**config.mk**
```make
export PLATFORM = sky130hd
export DESIGN_NAME = log_event_mux
export DESIGN_NICKNAME = d
export VERILOG_FILES = /design/src/rtl/log_hw_pkg.sv /design/src/rtl/log_event_mux_fifo.sv /design/src/rtl/log_event_mux.sv
export SDC_FILE = /design/constraint.sdc
export NUM_CORES = 2
export LEC_CHECK = 0
export ABC_AREA = 0
export CORE_UTILIZATION = 50
export CTS_BUF_LIST = sky130_fd_sc_hd__clkbuf_2
export CTS_CLUSTER_SIZE = 30
export DETAILED_ROUTE_END_ITERATION = 7
export GPL_ROUTABILITY_DRIVEN = 0
export PLACE_DENSITY = 0.68
export SETUP_SLACK_MARGIN = 0.4
export SLEW_MARGIN = 40
export SYNTH_ARGS = -nofsm -noshare
export SYNTH_HDL_FRONTEND = slang
export SYNTH_SLANG_ARGS = --single-unit
```
**constraint.sdc**
```tcl
create_clock -name clk -period 14.33 [get_ports clk]
set_input_delay 2.866 -clock clk [delete_from_list [all_inputs] [get_ports clk]]
set_output_delay 2.866 -clock clk [all_outputs]
set_load 0.02 [all_outputs]
```
**src/rtl/log_hw_pkg.sv**
```systemverilog
// log_hw_pkg: severity/verbosity encodings and record layout shared
// by the hardware event logger and its host-side decode tooling.
package log_hw_pkg;

    localparam int LOG_TS_W   = 32;
    localparam int LOG_DATA_W = 32;
    localparam int LOG_CNT_W  = 16;

    typedef enum logic [1:0] {
        SEV_INFO  = 2'd0,
        SEV_WARN  = 2'd1,
        SEV_ERROR = 2'd2,
        SEV_FATAL = 2'd3
    } log_sev_t;

    typedef enum logic [2:0] {
        LVL_NONE   = 3'd0,
        LVL_LOW    = 3'd1,
        LVL_MEDIUM = 3'd2,
        LVL_HIGH   = 3'd3,
        LVL_DEBUG  = 3'd4
    } log_level_t;

    typedef logic [LOG_TS_W-1:0]   log_ts_t;
    typedef logic [LOG_DATA_W-1:0] log_data_t;

    typedef struct packed {
        log_sev_t  sev;
        log_ts_t   ts;
        log_data_t data;
    } log_entry_t;

    // ERROR and FATAL always get through an enabled channel
    function automatic logic log_pass(
        input logic       en,
        input logic [1:0] sev,
        input logic [2:0] lvl,
        input logic [2:0] thr
    );
        return en && ((sev >= SEV_ERROR) ||
                      ((lvl != LVL_NONE) && (lvl <= thr)));
    endfunction

endpackage

```
**src/rtl/log_event_mux_fifo.sv**
```systemverilog
// log_fifo: single-clock synchronous FIFO, power-of-two depth,
// extra pointer bit distinguishes full from empty.
module log_fifo
    import log_hw_pkg::*;
#(
    parameter int WIDTH = 8,
    parameter int DEPTH = 8
) (
    input  logic             clk,
    input  logic             rst_n,
    input  logic             i_push,
    input  logic             i_pop,
    input  logic [WIDTH-1:0] i_din,
    output logic             o_full,
    output logic             o_empty,
    output logic [WIDTH-1:0] o_head
);

    localparam int AW = $clog2(DEPTH);

    logic [WIDTH-1:0] r_mem [DEPTH];
    logic [AW:0]      r_wr;
    logic [AW:0]      r_rd;
    logic             w_wr_en;
    logic             w_rd_en;

    assign w_wr_en = i_push && !o_full;
    assign w_rd_en = i_pop && !o_empty;

    always_ff @(posedge clk) begin
        if (!rst_n) begin
            r_wr <= '0;
            r_rd <= '0;
        end else begin
            if (w_wr_en)
                r_wr <= r_wr + (AW+1)'(1);
            if (w_rd_en)
                r_rd <= r_rd + (AW+1)'(1);
        end
    end

    always_ff @(posedge clk) begin
        if (w_wr_en)
            r_mem[r_wr[AW-1:0]] <= i_din;
    end

    assign o_empty = (r_wr == r_rd);
    assign o_full  = (r_wr[AW] != r_rd[AW]) &&
                     (r_wr[AW-1:0] == r_rd[AW-1:0]);
    assign o_head  = r_mem[r_rd[AW-1:0]];

endmodule

```
**src/rtl/log_event_mux.sv**
```systemverilog
// log_event_mux: filters, timestamps and buffers per-channel log events,
// then merges them (FATAL first, else round-robin) into one stream.
module log_event_mux
    import log_hw_pkg::*;
#(
    parameter int NUM_CH       = 4,
    parameter int DATA_WIDTH   = 32,
    parameter int TS_WIDTH     = 32,
    parameter int FIFO_DEPTH   = 8,
    parameter int DROP_ON_FULL = 1
) (
    input  logic                           clk,
    input  logic                           rst_n,
    input  logic [NUM_CH-1:0]              ev_valid,
    output logic [NUM_CH-1:0]              ev_ready,
    input  logic [NUM_CH*DATA_WIDTH-1:0]   ev_data,
    input  logic [NUM_CH*2-1:0]            ev_sev,
    input  logic [NUM_CH*3-1:0]            ev_level,
    input  logic [NUM_CH-1:0]              cfg_enable,
    input  logic [2:0]                     cfg_level,
    output logic                           out_valid,
    input  logic                           out_ready,
    output logic [((NUM_CH > 1) ? $clog2(NUM_CH) : 1)-1:0] out_ch,
    output logic [1:0]                     out_sev,
    output logic [TS_WIDTH-1:0]            out_ts,
    output logic [DATA_WIDTH-1:0]          out_data,
    output logic [NUM_CH*LOG_CNT_W-1:0]    drop_cnt,
    output logic                           fatal_seen
);

    localparam int CH_W = (NUM_CH > 1) ? $clog2(NUM_CH) : 1;
    localparam int EW   = 2 + TS_WIDTH + DATA_WIDTH;

    typedef struct packed {
        log_sev_t              sev;
        logic [TS_WIDTH-1:0]   ts;
        logic [DATA_WIDTH-1:0] data;
    } entry_t;

    logic [TS_WIDTH-1:0] r_ts;
    logic                r_out_valid;
    entry_t              r_out;
    logic [CH_W-1:0]     r_out_ch;
    logic [CH_W-1:0]     r_last;
    logic                r_fatal;

    logic [NUM_CH-1:0]   w_full;
    logic [NUM_CH-1:0]   w_empty;
    logic [NUM_CH-1:0]   w_push;
    logic [NUM_CH-1:0]   w_drop;
    logic [NUM_CH-1:0]   w_pop;
    logic [NUM_CH-1:0]   w_is_fatal;
    logic [NUM_CH-1:0]   w_head_fatal;
    entry_t              w_din  [NUM_CH];
    entry_t              w_head [NUM_CH];
    logic                w_load;
    logic                w_gnt_vld;
    logic [CH_W-1:0]     w_gnt;

    assign ev_ready = (DROP_ON_FULL != 0) ? {NUM_CH{1'b1}} : ~w_full;
    assign w_load   = !r_out_valid || out_ready;

    for (genvar g = 0; g < NUM_CH; g++) begin : g_ch
        logic                 w_ok;
        logic [LOG_CNT_W-1:0] r_cnt;

        assign w_ok = ev_valid[g] && ev_ready[g] &&
                      log_pass(cfg_enable[g], ev_sev[g*2 +: 2],
                               ev_level[g*3 +: 3], cfg_level);

        assign w_push[g]       = w_ok && !w_full[g];
        assign w_drop[g]       = w_ok && w_full[g];
        assign w_is_fatal[g]   = (ev_sev[g*2 +: 2] == SEV_FATAL);
        assign w_din[g]        = {ev_sev[g*2 +: 2], r_ts,
                                  ev_data[g*DATA_WIDTH +: DATA_WIDTH]};
        assign w_head_fatal[g] = !w_empty[g] &&
                                 (w_head[g].sev == SEV_FATAL);
        assign w_pop[g]        = w_load && w_gnt_vld &&
                                 (w_gnt == CH_W'(g));

        log_fifo #(
            .WIDTH (EW),
            .DEPTH (FIFO_DEPTH)
        ) u_fifo (
            .clk     (clk),
            .rst_n   (rst_n),
            .i_push  (w_push[g]),
            .i_pop   (w_pop[g]),
            .i_din   (w_din[g]),
            .o_full  (w_full[g]),
            .o_empty (w_empty[g]),
            .o_head  (w_head[g])
        );

        always_ff @(posedge clk) begin
            if (!rst_n)
                r_cnt <= '0;
            else if (w_drop[g] && (r_cnt != {LOG_CNT_W{1'b1}}))
                r_cnt <= r_cnt + LOG_CNT_W'(1);
        end

        assign drop_cnt[g*LOG_CNT_W +: LOG_CNT_W] = r_cnt;
    end

    // loops run backwards so the highest-priority hit is written last
    always_comb begin
        int idx;
        idx       = 0;
        w_gnt_vld = 1'b0;
        w_gnt     = '0;
        for (int i = NUM_CH - 1; i >= 0; i--) begin
            if (w_head_fatal[i]) begin
                w_gnt_vld = 1'b1;
                w_gnt     = CH_W'(i);
            end
        end
        if (!w_gnt_vld) begin
            for (int k = NUM_CH; k >= 1; k--) begin
                idx = int'(r_last) + k;
                if (idx >= NUM_CH)
                    idx = idx - NUM_CH;
                if (!w_empty[idx]) begin
                    w_gnt_vld = 1'b1;
                    w_gnt     = CH_W'(idx);
                end
            end
        end
    end

    always_ff @(posedge clk) begin
        if (!rst_n) begin
            r_ts        <= '0;
            r_out_valid <= 1'b0;
            r_out       <= '0;
            r_out_ch    <= '0;
            r_last      <= CH_W'(NUM_CH - 1);
            r_fatal     <= 1'b0;
        end else begin
            r_ts    <= r_ts + TS_WIDTH'(1);
            r_fatal <= r_fatal || (|(w_push & w_is_fatal));
            if (w_load) begin
                r_out_valid <= w_gnt_vld;
                if (w_gnt_vld) begin
                    r_out    <= w_head[w_gnt];
                    r_out_ch <= w_gnt;
                    r_last   <= w_gnt;
                end
            end
        end
    end

    assign out_valid  = r_out_valid;
    assign out_ch     = r_out_ch;
    assign out_sev    = r_out.sev;
    assign out_ts     = r_out.ts;
    assign out_data   = r_out.data;
    assign fatal_seen = r_fatal;

endmodule
```
==> metrics.txt <==
Fin Setup TNS=0 ns; clk sinks=2324; f_max=roughly 0.17 GHz; r2r setup slk=9.13 ns; critical-path cell list=clkdlybuf4s50_1; final setup fails=0; max cap viols=0; status=finished clean; Worst IR Drop VDD=0.000172 V; DR WL/cell=around 27 um; CP Data Arrival Time=3.03 ns; Worst-Margin Slew=1.18 ns; final worst slack=between 8 and 9 ns; Critical Path Max Stage Delay=0.68 ns; number of remaining DRC errors=0; Final min period=about 5.9 ns; sequential share of power=52.1%; r2r worst-path depth=10; area share of the largest cell type after synthesis=a little over two thirds; Sw Ratio=about 30%; WP buf/inv=1; Ys Warns=0; Post-CTS Setup Bufs=0; ys async rst share=0%; largest delay contributor family on the critical path=buffers and inverters; Clock transition at path regs=0.12 ns; H-tree depth=6; post-CTS sizing=0; routed via count=45700; die width=425 um; initial core utilization=50.3%; DRT Pass-1 Iters=6; Routed Antenna Nets=0; Worst Setup Start Kind=flip-flop; clk_skew=0.157 ns; die area=~180000 um^2; dominant synthesized flop cell=edfxtp_1; Layout Nets=between 5000 and 6000; Worst path depth=1; Power Dens Cells=145 nW/um^2; post-synth top area cell=edfxtp_1; Crit Path Max Fanout=2; largest net degree at the start of global routing=around 90; layout cells sized above 1=30.9%; Clock Tree Buf Depth=4; Multi-input gate area=21200 um^2; IO Count=300; floorplan row count=155; post-DP HPWL=~130000 um; Synth area leaders=edfxtp_1 71%, mux4_2 13%, dfxtp_1 4.7%; port buffer count=295; vias in the first global route=47100; total gr overflow=0; Internal=about 10000 uW; pins over their slew limit=0; routed wire length=213000 um; hold crit path type=reg -> reg; period utilization=41.1%; TritonCTS clock tree=done; Reg area=67700 um^2; Syn Area/Cell=20.4 um^2; Crit. End Element=output port; Initial DRC Count=4325; WHS Endpoint=g_ch[0].r_cnt[11]; gr usage total=23.5%; Inserted Clock Buffers=583; worst setup path class=reg -> out; worst r2r dst=out_data[4]; Post-CTS Hold Buffers=0; initial antenna violation count=14; clock share of power=29.0%; Worst Hold Depth=2; post-synthesis sequential area ratio=75.5%; Post-synth EDFFs=2112; hold path start=g_ch[0].r_cnt[11]; Unique masters post-synth=57; Vias/cell=5.74; Worst slew margin=21.3%; Logic pwr share=18.9%; crit path max-delay cell type=clkdlybuf4s50_1; Seq cells post-synth=2324; Leak Pwr=0.0328 uW; die height=about 430 um; synthesized area=~90000 um^2; clock root cell=clkbuf_2; P_sw=4410 uW; RSZ-0062 raised after global routing=false; Core Box Area=178000 um^2; final hold vios=0; FILL cells=13500; first-pass GRT wire length=between 300000 and 400000 um; Gate Count Post-Synth=4392; dpl ws=7.58 ns; clk_lat worst skew=1.82 ns; power consumption=14700 uW; Worst Path Required=around 11 ns; area delta synth->final=12.9%
## placed cells by master, fill, tap and decap left out, types with 15 or more instances in the layout
master	Yosys	final
edfxtp_1	2112	2112
clkbuf_2	0	875
mux4_2	528	528
clkdlybuf4s50_1	0	294
mux2i_1	278	274
dfxtp_1	212	195
nor2_1	177	171
nand2_1	125	124
o21ai_0	110	110
buf_4	6	106
clkinv_1	1	98
mux2_2	80	80
nand3_1	57	57
xnor2_1	55	54
a21oi_1	51	51
a221oi_1	39	39
xor2_1	37	37
nand2b_1	35	35
and3_1	30	30
o22ai_1	26	26
ha_1	25	25
inv_1	20	20
inv_2	0	20
nor3b_2	0	17
buf_6	2	15
## state kept, by name (all words and copies together), names as in the netlist, named ones only
name and cells:
g_ch.u_fifo.r_mem 2112, r_last 2, out_ts 32, r_ts 32, g_ch.r_cnt 64, out_valid 1
g_ch.u_fifo.r_wr 16, out_ch 2, out_data 32, out_sev 2, g_ch.u_fifo.r_rd 16, fatal_seen 1
## worst max path at each step
| stage | start | end | slack (ns) |
|---|---|---|---|
| floorplan | cfg_level[1] | g_ch[2].u_fifo.r_mem[4][0] | 4.37 |
| global placement | cfg_level[1] | g_ch[3].u_fifo.r_mem[6][36] | 7.29 |
| detailed placement | cfg_level[1] | g_ch[3].u_fifo.r_mem[0][26] | 7.58 |
| CTS | out_ts[26] | out_ts[26] | 8.19 |
| global route | out_ts[26] | out_ts[26] | 8.27 |
| finish | out_ts[26] | out_ts[26] | 8.43 |
## logic make-up (layout without fill, tap and decap cells)
kind of cell             count (synthesis)  in the layout  share of synthesized area, %
multiplexers                           886            886                          17.4
XOR/XNOR                                92             92                         0.899
flip-flops                            2324           2324                          75.5
AO/OA/AOI/OAI                          257            257                          1.76
other                                    1             16                       0.00418
buffers and inverters                  260           1460                          1.17
adder cells (fa/ha/maj)                 25             25                         0.349
AND/OR/NAND/NOR                        547            547                          2.99
## metrics by stage
step	std cells	hold WS (ns)	utilization [%]	instance area, um^2
after floorplan	4395	0.505	-	89700
after global placement	6927	0.472	53.7	95800
after detailed placement	6936	0.483	53.9	96100
after CTS	7947	0.499	56.7	101000
after global routing	7957	0.525	56.8	101000
final	7962	0.501	56.8	101000
## power by group through the flow
stage                     Combinational, uW  Sequential [uW]  Clock (uW)
final                                  2780             7670        4260
after global routing                   2930             7690        4710
after CTS                              2800             7680        4380
after detailed placement               2790             7830           0
after global placement                 2690             7860           0
after floorplan                        1680             7810           0
## cell type report
class	instances	share of cell area [%]
sequential	2324	66.9
multi-input combinational	1811	21.0
antenna	12	0.0297
tap	2355	2.91
clock inverter	136	0.626
clock buffer	875	4.33
timing repair buffer	428	4.11
inverter	21	0.0804
## synthesized netlist by cell type (4+ instances only)
library cell and n:
mux4_2 528, a221oi_1 39, nand2_1 125, clkbuf_1 149, xor2_1 37, and3_1 30
o21bai_1 4, ha_1 25, nor3b_1 27, nand3_1 57, edfxtp_1 2112, and2_1 4
a41oi_1 4, xnor2_1 55, nor2b_1 6, nand2b_1 35, buf_2 27, dfxtp_1 212
and4_1 11, nor3_1 22, nor4b_1 6, mux2_2 80, or3_1 6, nor2_1 177
mux2i_1 278, nand4_1 11, inv_1 20, nor4_1 18, buf_4 6, o221ai_1 4
buf_1 55, a21oi_1 51, o21ai_0 110, o22ai_1 26
## per-layer routing
layer | global-route usage, % | wire length, um | up-vias
li1 | - | - | 19900
met1 | 30.6 | 83000 | 23600
met2 | 39.1 | 108000 | 1858
met3 | 4.70 | 15000 | 367
met4 | 9.05 | 6910 | 4
met5 | 0 | 34 | -
(Power assumes the default switching activity.)
